<file path="src/rtl/counter_pkg.sv">
// Shared constants and helpers for the modulo-N counter family.
package counter_pkg;

    // Direction encoding for the 'up' input.
    localparam logic DIR_UP   = 1'b1;
    localparam logic DIR_DOWN = 1'b0;

    // Minimum number of bits needed to hold the values 0..n-1.
    function automatic int min_width(input int n);
        return (n <= 1) ? 1 : $clog2(n);
    endfunction

endpackage

</file>
<file path="src/rtl/mod_n_counter.sv">
// Up/down modulo-N counter with parallel load, terminal-count cascade
// output, wrap/load-error pulses and an optional one-shot (halt) mode.
module mod_n_counter
    import counter_pkg::*;
#(
    parameter int WIDTH    = 4,
    parameter int MODULUS  = 12,
    parameter int ONE_SHOT = 0
) (
    input  logic             clk,
    input  logic             clr,
    input  logic             en,
    input  logic             up,
    input  logic             load,
    input  logic [WIDTH-1:0] din,
    output logic [WIDTH-1:0] count,
    output logic             tc,
    output logic             wrap,
    output logic             load_err,
    output logic             halted
);

    // Reject parameter sets that cannot represent the full count range.
    generate
        if (MODULUS < 2 || WIDTH < min_width(MODULUS)) begin : g_bad_params
            $error("mod_n_counter: MODULUS must be >= 2 and fit in WIDTH bits");
        end
    endgenerate

    localparam logic [WIDTH-1:0] MAX_VAL  = WIDTH'(MODULUS - 1);
    localparam logic [WIDTH-1:0] ZERO_VAL = '0;
    localparam logic             HALT_EN  = (ONE_SHOT != 0);

    logic [WIDTH-1:0] count_q, count_d;
    logic             halted_q, halted_d;
    logic             wrap_q, wrap_d;
    logic             load_err_q, load_err_d;

    logic             at_term;
    logic             load_ok;

    // Terminal value for the current direction; direction acts on this edge.
    assign at_term = (up == DIR_UP) ? (count_q == MAX_VAL) : (count_q == ZERO_VAL);
    assign load_ok = (din <= MAX_VAL);

    // Next-state: load beats enable; halted freezes counting until a valid load.
    always_comb begin
        count_d    = count_q;
        halted_d   = halted_q;
        wrap_d     = 1'b0;
        load_err_d = 1'b0;
        if (load) begin
            if (load_ok) begin
                count_d  = din;
                halted_d = 1'b0;
            end else begin
                load_err_d = 1'b1;
            end
        end else if (en && !halted_q) begin
            if (at_term) begin
                wrap_d = 1'b1;
                if (HALT_EN) begin
                    halted_d = 1'b1;
                end else begin
                    count_d = (up == DIR_UP) ? ZERO_VAL : MAX_VAL;
                end
            end else begin
                count_d = (up == DIR_UP) ? count_q + WIDTH'(1) : count_q - WIDTH'(1);
            end
        end
    end

    // State register with synchronous clear overriding everything else.
    always_ff @(posedge clk) begin
        if (clr) begin
            count_q    <= '0;
            halted_q   <= 1'b0;
            wrap_q     <= 1'b0;
            load_err_q <= 1'b0;
        end else begin
            count_q    <= count_d;
            halted_q   <= halted_d;
            wrap_q     <= wrap_d;
            load_err_q <= load_err_d;
        end
    end

    assign count    = count_q;
    assign wrap     = wrap_q;
    assign load_err = load_err_q;
    assign halted   = halted_q;
    // Cascade enable: true only when this stage will roll over on this edge.
    assign tc       = en & ~halted_q & at_term;

endmodule

</file>
<file path="config.mk">
export PLATFORM = sky130hd
export DESIGN_NAME = mod_n_counter
export DESIGN_NICKNAME = d
export VERILOG_FILES = /design/src/rtl/counter_pkg.sv /design/src/rtl/mod_n_counter.sv
export SDC_FILE = /design/constraint.sdc
export NUM_CORES = 1
export LEC_CHECK = 0
export CORE_AREA = 2 2 39 41
export CTS_CLUSTER_DIAMETER = 40
export DETAILED_ROUTE_END_ITERATION = 12
export DIE_AREA = 0 0 41 43
export PLACE_DENSITY = 0.73
export SLEW_MARGIN = 20
export SYNTH_ARGS = -nofsm -noshare
export SYNTH_HDL_FRONTEND = slang
export SYNTH_SLANG_ARGS = --single-unit
</file>
<file path="constraint.sdc">
create_clock -name clk -period 4.4 [get_ports clk]
set_input_delay 0.88 -clock clk [delete_from_list [all_inputs] [get_ports clk]]
set_output_delay 0.88 -clock clk [all_outputs]
set_load 0.02 [all_outputs]
</file>
==> metrics.md, run 1 <==
| Metric | Value |
|---|---|
| Site Rows | 14 |
| Yosys reg bits | 6 |
| Most common cell after layout, fill and taps aside | clkdlybuf4s50_1 |
| Slowest stage cell on the critical path | clkdlybuf4s50_1 |
| Most frequent cells in the layout | clkdlybuf4s50_1, dfxtp_1, inv_1, o21ai_0 |
| Outcome | complete, no violations |
| Hold path depth | 2 |
| Critical path class | in -> out |
| Die area | 1763 sq um |
| Post-Route WL | 941 microns |
| Syn-to-layout area delta | 44.18% |
| Logic pwr share | 33.5% |
| VDD IR max | 0.0001056 V |
| Power Density | 298.2 nW/um^2 |
| LEAKAGE | 0.2507 nW |
| Initial antenna violation count | 0 |
| Hold EP | count[1]$_SDFFE_PP0P_ |
| Root Driver | clkbuf_4 |
| FILL cells | 150 |
| Cts repair resizes | 0 |
| H-tree levels | 1 |
| Max incr delay on CP | 640 ps |
| GR Overflow Total | 0 |
| Flop-to-flop setup slack | 2820 ps |
| Skew final | 3.622 ps |
| Mapped Area | 419.2 sq um |
| Mapped Nets | 60 |
| Hold_buf cts | 0 |
| Reg clk slew, reported paths | 50 ps |
| Latest clock arrival within the worst-skew pair | 250 ps |
| Nets | 79 |
| Cell internal pwr | 0.1239 mW |
| RSZ-0062 raised after global routing | false |
| Pins Over Slew Limit | 0 |
| HP Class | reg -> reg |
| Post-Synthesis Cells | 48 |
| Post-route total power | 0.1802 mW |
| WL/cell | 11.62 microns |
| Initial Util | 30.29% |
| Core box area | 1384 sq um |
| Die width | about 41 microns |
| RePlAce Congestion | 0.7634 |
| Clock sink count | 6 |
| Final Setup Violations | 0 |
| Warnings from Yosys | 0 |
| Crit-path cells | clkdlybuf4s50_1 -> or4_4 -> a211oi_2 -> clkdlybuf4s50_1 |
| Share of layout cells above drive strength 1 | approximately an eighth |
| CP most frequent cell | clkdlybuf4s50_1 |
| Multi-input combinational cell area | 276.5 sq um |
| Vias in the first global route | 359 |
| Maximum clock rate | 282.4 MHz |
| R2R depth | 4 |
| Worst Path Arrival | 2660 ps |
| Setup crit end kind | output pin |
| Net Sw Frac | 31.23% |
| Async set or reset register ratio after synthesis | 0% |
| Sequential area share after synthesis | 28.66% |
| NetSw | 0.05629 mW |
| I/O Pins | 17 |
| Antenna diode count | 0 |
| Via count | 402 |
| Antenna Nets Post-Route | 0 |
| Sequential Area | 120.1 sq um |
| Hold_sp | count[1]$_SDFFE_PP0P_ |
| DRC errors left | 0 |
| Vias per inst | 4.963 |
| Startpoint Class | primary input |
| Most used DFF post-synth | dfxtp_1 |
| Reg2reg start | count[0]$_SDFFE_PP0P_ |
| Largest net degree at the start of global routing | 9 |
| Die height | 43 microns |
| Max Root-Sink Buffers | 2 |
| Fin crit share | between 80% and 90% |
| Max-cap viol count | 0 |
| Clock power share | 29.2% |
| Yosys cell types | 29 |
| First-pass DRT Iterations | 4 |
| CP required | 3520 ps |
| Avg Synthesized Cell Area | 8.732 sq um |
| Total GRT Usage | 11.76% |
| Postcts setup bufs | 0 |
| Final TNS setup | 0 ps |
| Crit path max fanout | 4 |
| Crit path time final | 3541 ps |
| RR Endpoint | count[2]$_SDFFE_PP0P_ |
| Number of synthesized flops with an enable pin | 0 |
| Wire length of the first global-routing pass | around 1.4 mm |
| Final hold violations | 0 |
| Buffers on Ports | 15 |
| Post-DP HPWL | a little over 700 microns |
| Num CTS Buffers | 3 |
| DR iter-0 viols | 6 |
| Sequential share of power | 37.4% |
| CTS tree | done |
==> layout make-up <==
class	count	share of cell area (%)
sequential	6	19.88
tap	16	3.313
inverter	4	2.484
clock buffer	3	3.727
multi-input combinational	37	45.76
timing repair buffer	15	24.84
==> Yosys cell counts (2+ instances only) <==
master	n	area [sq um]
dfxtp_1	6	120.1
inv_1	4	15.01
nor2b_1	2	12.51
ha_1	2	25.02
o21ai_0	4	20.02
xnor2_1	2	17.52
nor2_1	2	7.510
a21oi_1	3	15.01
a21o_1	2	15.01
nand2_1	2	7.510
==> per-stage QoR <==
| step | instances | setup slack (ps) | cell area, sq um | hold WS (ps) | util (%) |
|---|---|---|---|---|---|
| finish | 81 | 859.2 | 604.3 | 546.7 | 43.67 |
| floorplan | 48 | 1834 | 419.2 | 584.3 | - |
| detailed placement | 78 | 866.3 | 581.8 | 542.2 | 42.04 |
| CTS | 81 | 859.3 | 604.3 | 548.8 | 43.67 |
| global route | 81 | 793.7 | 604.3 | 585.3 | 43.67 |
| global placement | 78 | 869.0 | 581.8 | 538.7 | 42.04 |
==> sequential cells by signal, indices dropped and copies added, names as in the netlist <==
signal	flops
wrap	1
load_err	1
count	4
==> worst max-delay path, delay by kind of cell <==
kind / cells / cell delay [ps]
buf+inv: 2 / 1100
simple gates: 1 / 440
compound gates: 1 / 230
==> how the worst max path moves through the flow <==
stage	startpoint	endpoint	slack [ps]	cells past startpoint
after detailed placement	up	tc	870	4
after floorplan	up	tc	1830	2
after global routing	up	tc	790	4
after global placement	up	tc	870	4
after CTS	up	tc	860	4
final	up	tc	860	4
==> per-layer routing <==
layer	global-route usage, %	vias to the layer above	wire length, microns
li1	-	203	-
met1	13.23	178	389
met2	18.13	17	419
met3	1.571	4	99
met4	10.00	0	32
met5	0	-	0
==> power groups by stage <==
stage,Sequential [mW],Combinational [mW],Clock [mW]
floorplan,0.0727,0.0309,0
global placement,0.0684,0.0597,0
detailed placement,0.0686,0.0607,0
CTS,0.0676,0.0612,0.0528
global route,0.0686,0.0660,0.0541
finish,0.0673,0.0604,0.0525
==> logic make-up (layout without fill, tap and decap cells) <==
family | count (synthesis) | after routing | share of synthesized area (%)
compound gates | 16 | 16 | 26.27
fa+ha+maj | 3 | 3 | 10.75
flops | 6 | 6 | 28.66
other cells | 1 | 1 | 0.8947
simple gates | 13 | 13 | 19.41
buf+inv | 5 | 22 | 5.373
xor+xnor | 3 | 3 | 6.270
mux | 1 | 1 | 2.388
(Power assumes the default switching activity.)
==> run 2, diff against run 1 <==
--- a/config.mk
+++ b/config.mk
@@ -9,7 +9,7 @@
 export CTS_CLUSTER_DIAMETER = 40
 export DETAILED_ROUTE_END_ITERATION = 12
 export DIE_AREA = 0 0 41 43
-export PLACE_DENSITY = 0.73
+export PLACE_DENSITY = 0.75
 export SLEW_MARGIN = 20
 export SYNTH_ARGS = -nofsm -noshare
 export SYNTH_HDL_FRONTEND = slang
==> constraint.sdc (replaced) <==
create_clock -name clk -period 2.95 [get_ports clk]
set_input_delay 0.59 -clock clk [delete_from_list [all_inputs] [get_ports clk]]
set_output_delay 0.59 -clock clk [all_outputs]
set_load 0.02 [all_outputs]
==> run 2 against run 1 <==
Compared with the run above: utilization up 1.1 points; register-to-register slack got worse by 1500 ps; clock skew is 2.9 ps higher; sequential power increased by 50%; via count grew 4.5%; setup slack lost 780 ps; final cell count is 2.5% higher; critical path depth unchanged; combinational power rose by 52%; count of clock-buffer cells in the layout unchanged; critical path type unchanged.
==> metrics.md, run 2 (synthesis results as in run 1) <==
| Metric | Value |
|---|---|
| Outcome | complete, no violations (unchanged) |
| Worst Path Arrival | 2280 ps (was 2660 ps) |
| Site Rows | 14 (unchanged) |
| Latest clock arrival within the worst-skew pair | 250 ps (about the same) |
| Design area | 619.3 sq um (was 604.3 sq um) |
| DRC errors left | 0 (unchanged) |
| Initial antenna violation count | 0 (unchanged) |
| Global routing usage on met3 | 4.712% (was 1.571%) |
| Buffers on Ports | 15 (unchanged) |
| Buf/Inv on CP | 2 (unchanged) |
| Logic pwr share | 33.9% (was 33.5%) |
| Setup crit end kind | output pin (unchanged) |
| Total GRT Usage | 13.93% (was 11.76%) |
| Slowest stage cell on the critical path | clkdlybuf4s50_1 (unchanged) |
| Fin crit share | around 97% |
| DR iter-0 viols | 4 (was 6) |
| Power Density | 437.4 nW/um^2 (was 298.2 nW/um^2) |
| CTS tree | done (unchanged) |
| Core box area | 1384 sq um (unchanged) |
| Maximum clock rate | 348.4 MHz |
| Final Setup Violations | 0 (unchanged) |
| Flop-to-flop setup slack | 1350 ps (was 2820 ps) |
| Largest register FFs | 4 (unchanged) |
| CP required | 2360 ps (was 3520 ps) |
| Pins Over Slew Limit | 0 (unchanged) |
| Initial Util | 30.29% (unchanged) |
| LEAKAGE | 0.2597 nW (was 0.2507 nW) |
| GR Overflow Total | 0 (unchanged) |
| Met2 Use GR | 19.38% (was 18.13%) |
| Final TNS setup | 0 ps (unchanged) |
| Multi-input combinational cell area | 276.5 sq um (unchanged) |
| Max incr delay on CP | 630 ps (was 640 ps) |
| VDD IR max | 0.0001856 V (was 0.0001056 V) |
| Max Root-Sink Buffers | 2 (unchanged) |
| Most common cell after layout, fill and taps aside | clkdlybuf4s50_1 (unchanged) |
| Root Driver | clkbuf_4 (unchanged) |
| HP Class | reg -> reg (unchanged) |
| Clock sink count | 6 (unchanged) |
| Die height | 43 microns (unchanged) |
| CP delay by family, top | buffers and inverters (unchanged) |
| Sequential Area | 120.1 sq um (unchanged) |
| Antenna diode count | 0 (unchanged) |
| Via count | 420 (was 402) |
| NetSw | 0.08530 mW (was 0.05629 mW) |
| Sequential share of power | 37.3% (was 37.4%) |
| Crit path time final | around 2900 ps |
| Startpoint Class | primary input (unchanged) |
| Hold path depth | 2 (unchanged) |
| Die width | 41 microns (unchanged) |
| Wire length of the first global-routing pass | 1.518 mm (was 1.386 mm) |
| Skew final | 6.542 ps (was 3.622 ps) |
| Syn-to-layout area delta | 47.76% (was 44.18%) |
| GR Layer Usage met1 | 15.03% (was 13.23%) |
| Vias in the first global route | 364 (was 359) |
| First-pass DRT Iterations | 3 (was 4) |
| Largest net degree at the start of global routing | 9 (unchanged) |
| FILL cells | 146 (was 150) |
| RR Endpoint | count[2]$_SDFFE_PP0P_ (unchanged) |
| Max-cap viol count | 0 (unchanged) |
| Share of layout cells above drive strength 1 | 14.93% (was 12.31%) |
| Vias per inst | 5.060 (was 4.963) |
| Die area | 1763 sq um (unchanged) |
| Reg2reg start | count[2]$_SDFFE_PP0P_ (was count[0]$_SDFFE_PP0P_) |
| CP most frequent cell | clkdlybuf4s50_1 (unchanged) |
| Total stage count of the critical path | 4 (unchanged) |
| Post-route total power | 0.2709 mW (was 0.1802 mW) |
| Postcts setup bufs | 0 (unchanged) |
| Area of placed instances | 596.8 sq um (was 581.8 sq um) |
| Hold_sp | count[1]$_SDFFE_PP0P_ (unchanged) |
| Reg clk slew, reported paths | 40 ps (was 50 ps) |
| H-tree levels | 1 (unchanged) |
| Nets | 81 (was 79) |
| Clock power share | 28.8% (was 29.2%) |
| WL/cell | 11.93 microns (was 11.62 microns) |
| Final hold violations | 0 (unchanged) |
| R2R depth | 4 (unchanged) |
| Hold EP | count[1]$_SDFFE_PP0P_ (unchanged) |
| I/O Pins | 17 (unchanged) |
| Crit-path cells | clkdlybuf4s50_1 -> or4_4 -> a211oi_2 -> clkdlybuf4s50_1 (unchanged) |
| Most frequent cells in the layout | clkdlybuf4s50_1, dfxtp_1, inv_1, o21ai_0 (unchanged) |
| Critical path class | in -> out (unchanged) |
| Cell internal pwr | 0.1856 mW (was 0.1239 mW) |
| Hold_buf cts | 0 (unchanged) |
| Num CTS Buffers | 3 (unchanged) |
| Net Sw Frac | 31.49% (was 31.23%) |
| Antenna Nets Post-Route | 0 (unchanged) |
| RePlAce Congestion | 0.7962 (was 0.7634) |
| Cts repair resizes | 0 (unchanged) |
| Post-Route WL | 990 microns (was 941 microns) |
| Crit path max fanout | 2 (was 4) |
| RSZ-0062 raised after global routing | false (unchanged) |
| Gr busiest metal | met2 (unchanged) |
-- run 2: cell count changes in the layout (fill, tap and decap cells not counted), sizes merged --
| cell | delta |
|---|---|
| buf | +2 |
-- run 2: cell type report --
cell class	instances	area share [%]
Sequential cell	6	19.39
Clock buffer	3	3.636
Inverter	4	2.424
Timing Repair Buffer	17	26.67
Multi-Input combinational cell	37	44.65
Tap cell	16	3.232
-- run 2: worst register-to-register path, stage by stage (launching register included) --
cell and delay, ps:
dfxtp_1 480, ha_1 320, xnor2_1 140, or3_1 300, a221oi_1 260
-- run 2: power groups by stage --
stage / Clock (mW) / Combinational (mW) / Sequential [mW]
after floorplan: 0 / 0.0462 / 0.108
after global placement: 0 / 0.0900 / 0.102
after detailed placement: 0 / 0.0920 / 0.102
after CTS: 0.0800 / 0.0928 / 0.101
after global routing: 0.0820 / 0.0999 / 0.103
final: 0.0781 / 0.0917 / 0.101
-- run 2: metal layers --
layer | share of wire (%) | vias up
met1 | 44 | 191
met5 | 0 | -
met2 | 45 | 14
met3 | 7.2 | 4
li1 | - | 211
met4 | 3.6 | 0
-- run 2: worst max-delay path by stage --
stage / from / endpoint / slack, ps
after CTS: up / tc / 70
after global routing: up / tc / 20
after global placement: up / tc / 90
after floorplan: up / tc / 960
after detailed placement: up / tc / 70
final: up / tc / 80
-- run 2: through the flow --
stage | worst slack, ps | std cells | hold WS [ps] | utilization, %
after CTS | 72.94 | 83 | 560.8 | 44.76
after floorplan | 964.0 | 48 | 584.3 | -
after global routing | 18.33 | 83 | 593.1 | 44.76
after detailed placement | 66.00 | 80 | 552.0 | 43.13
final | 79.89 | 83 | 558.1 | 44.76
after global placement | 89.49 | 80 | 552.0 | 43.13
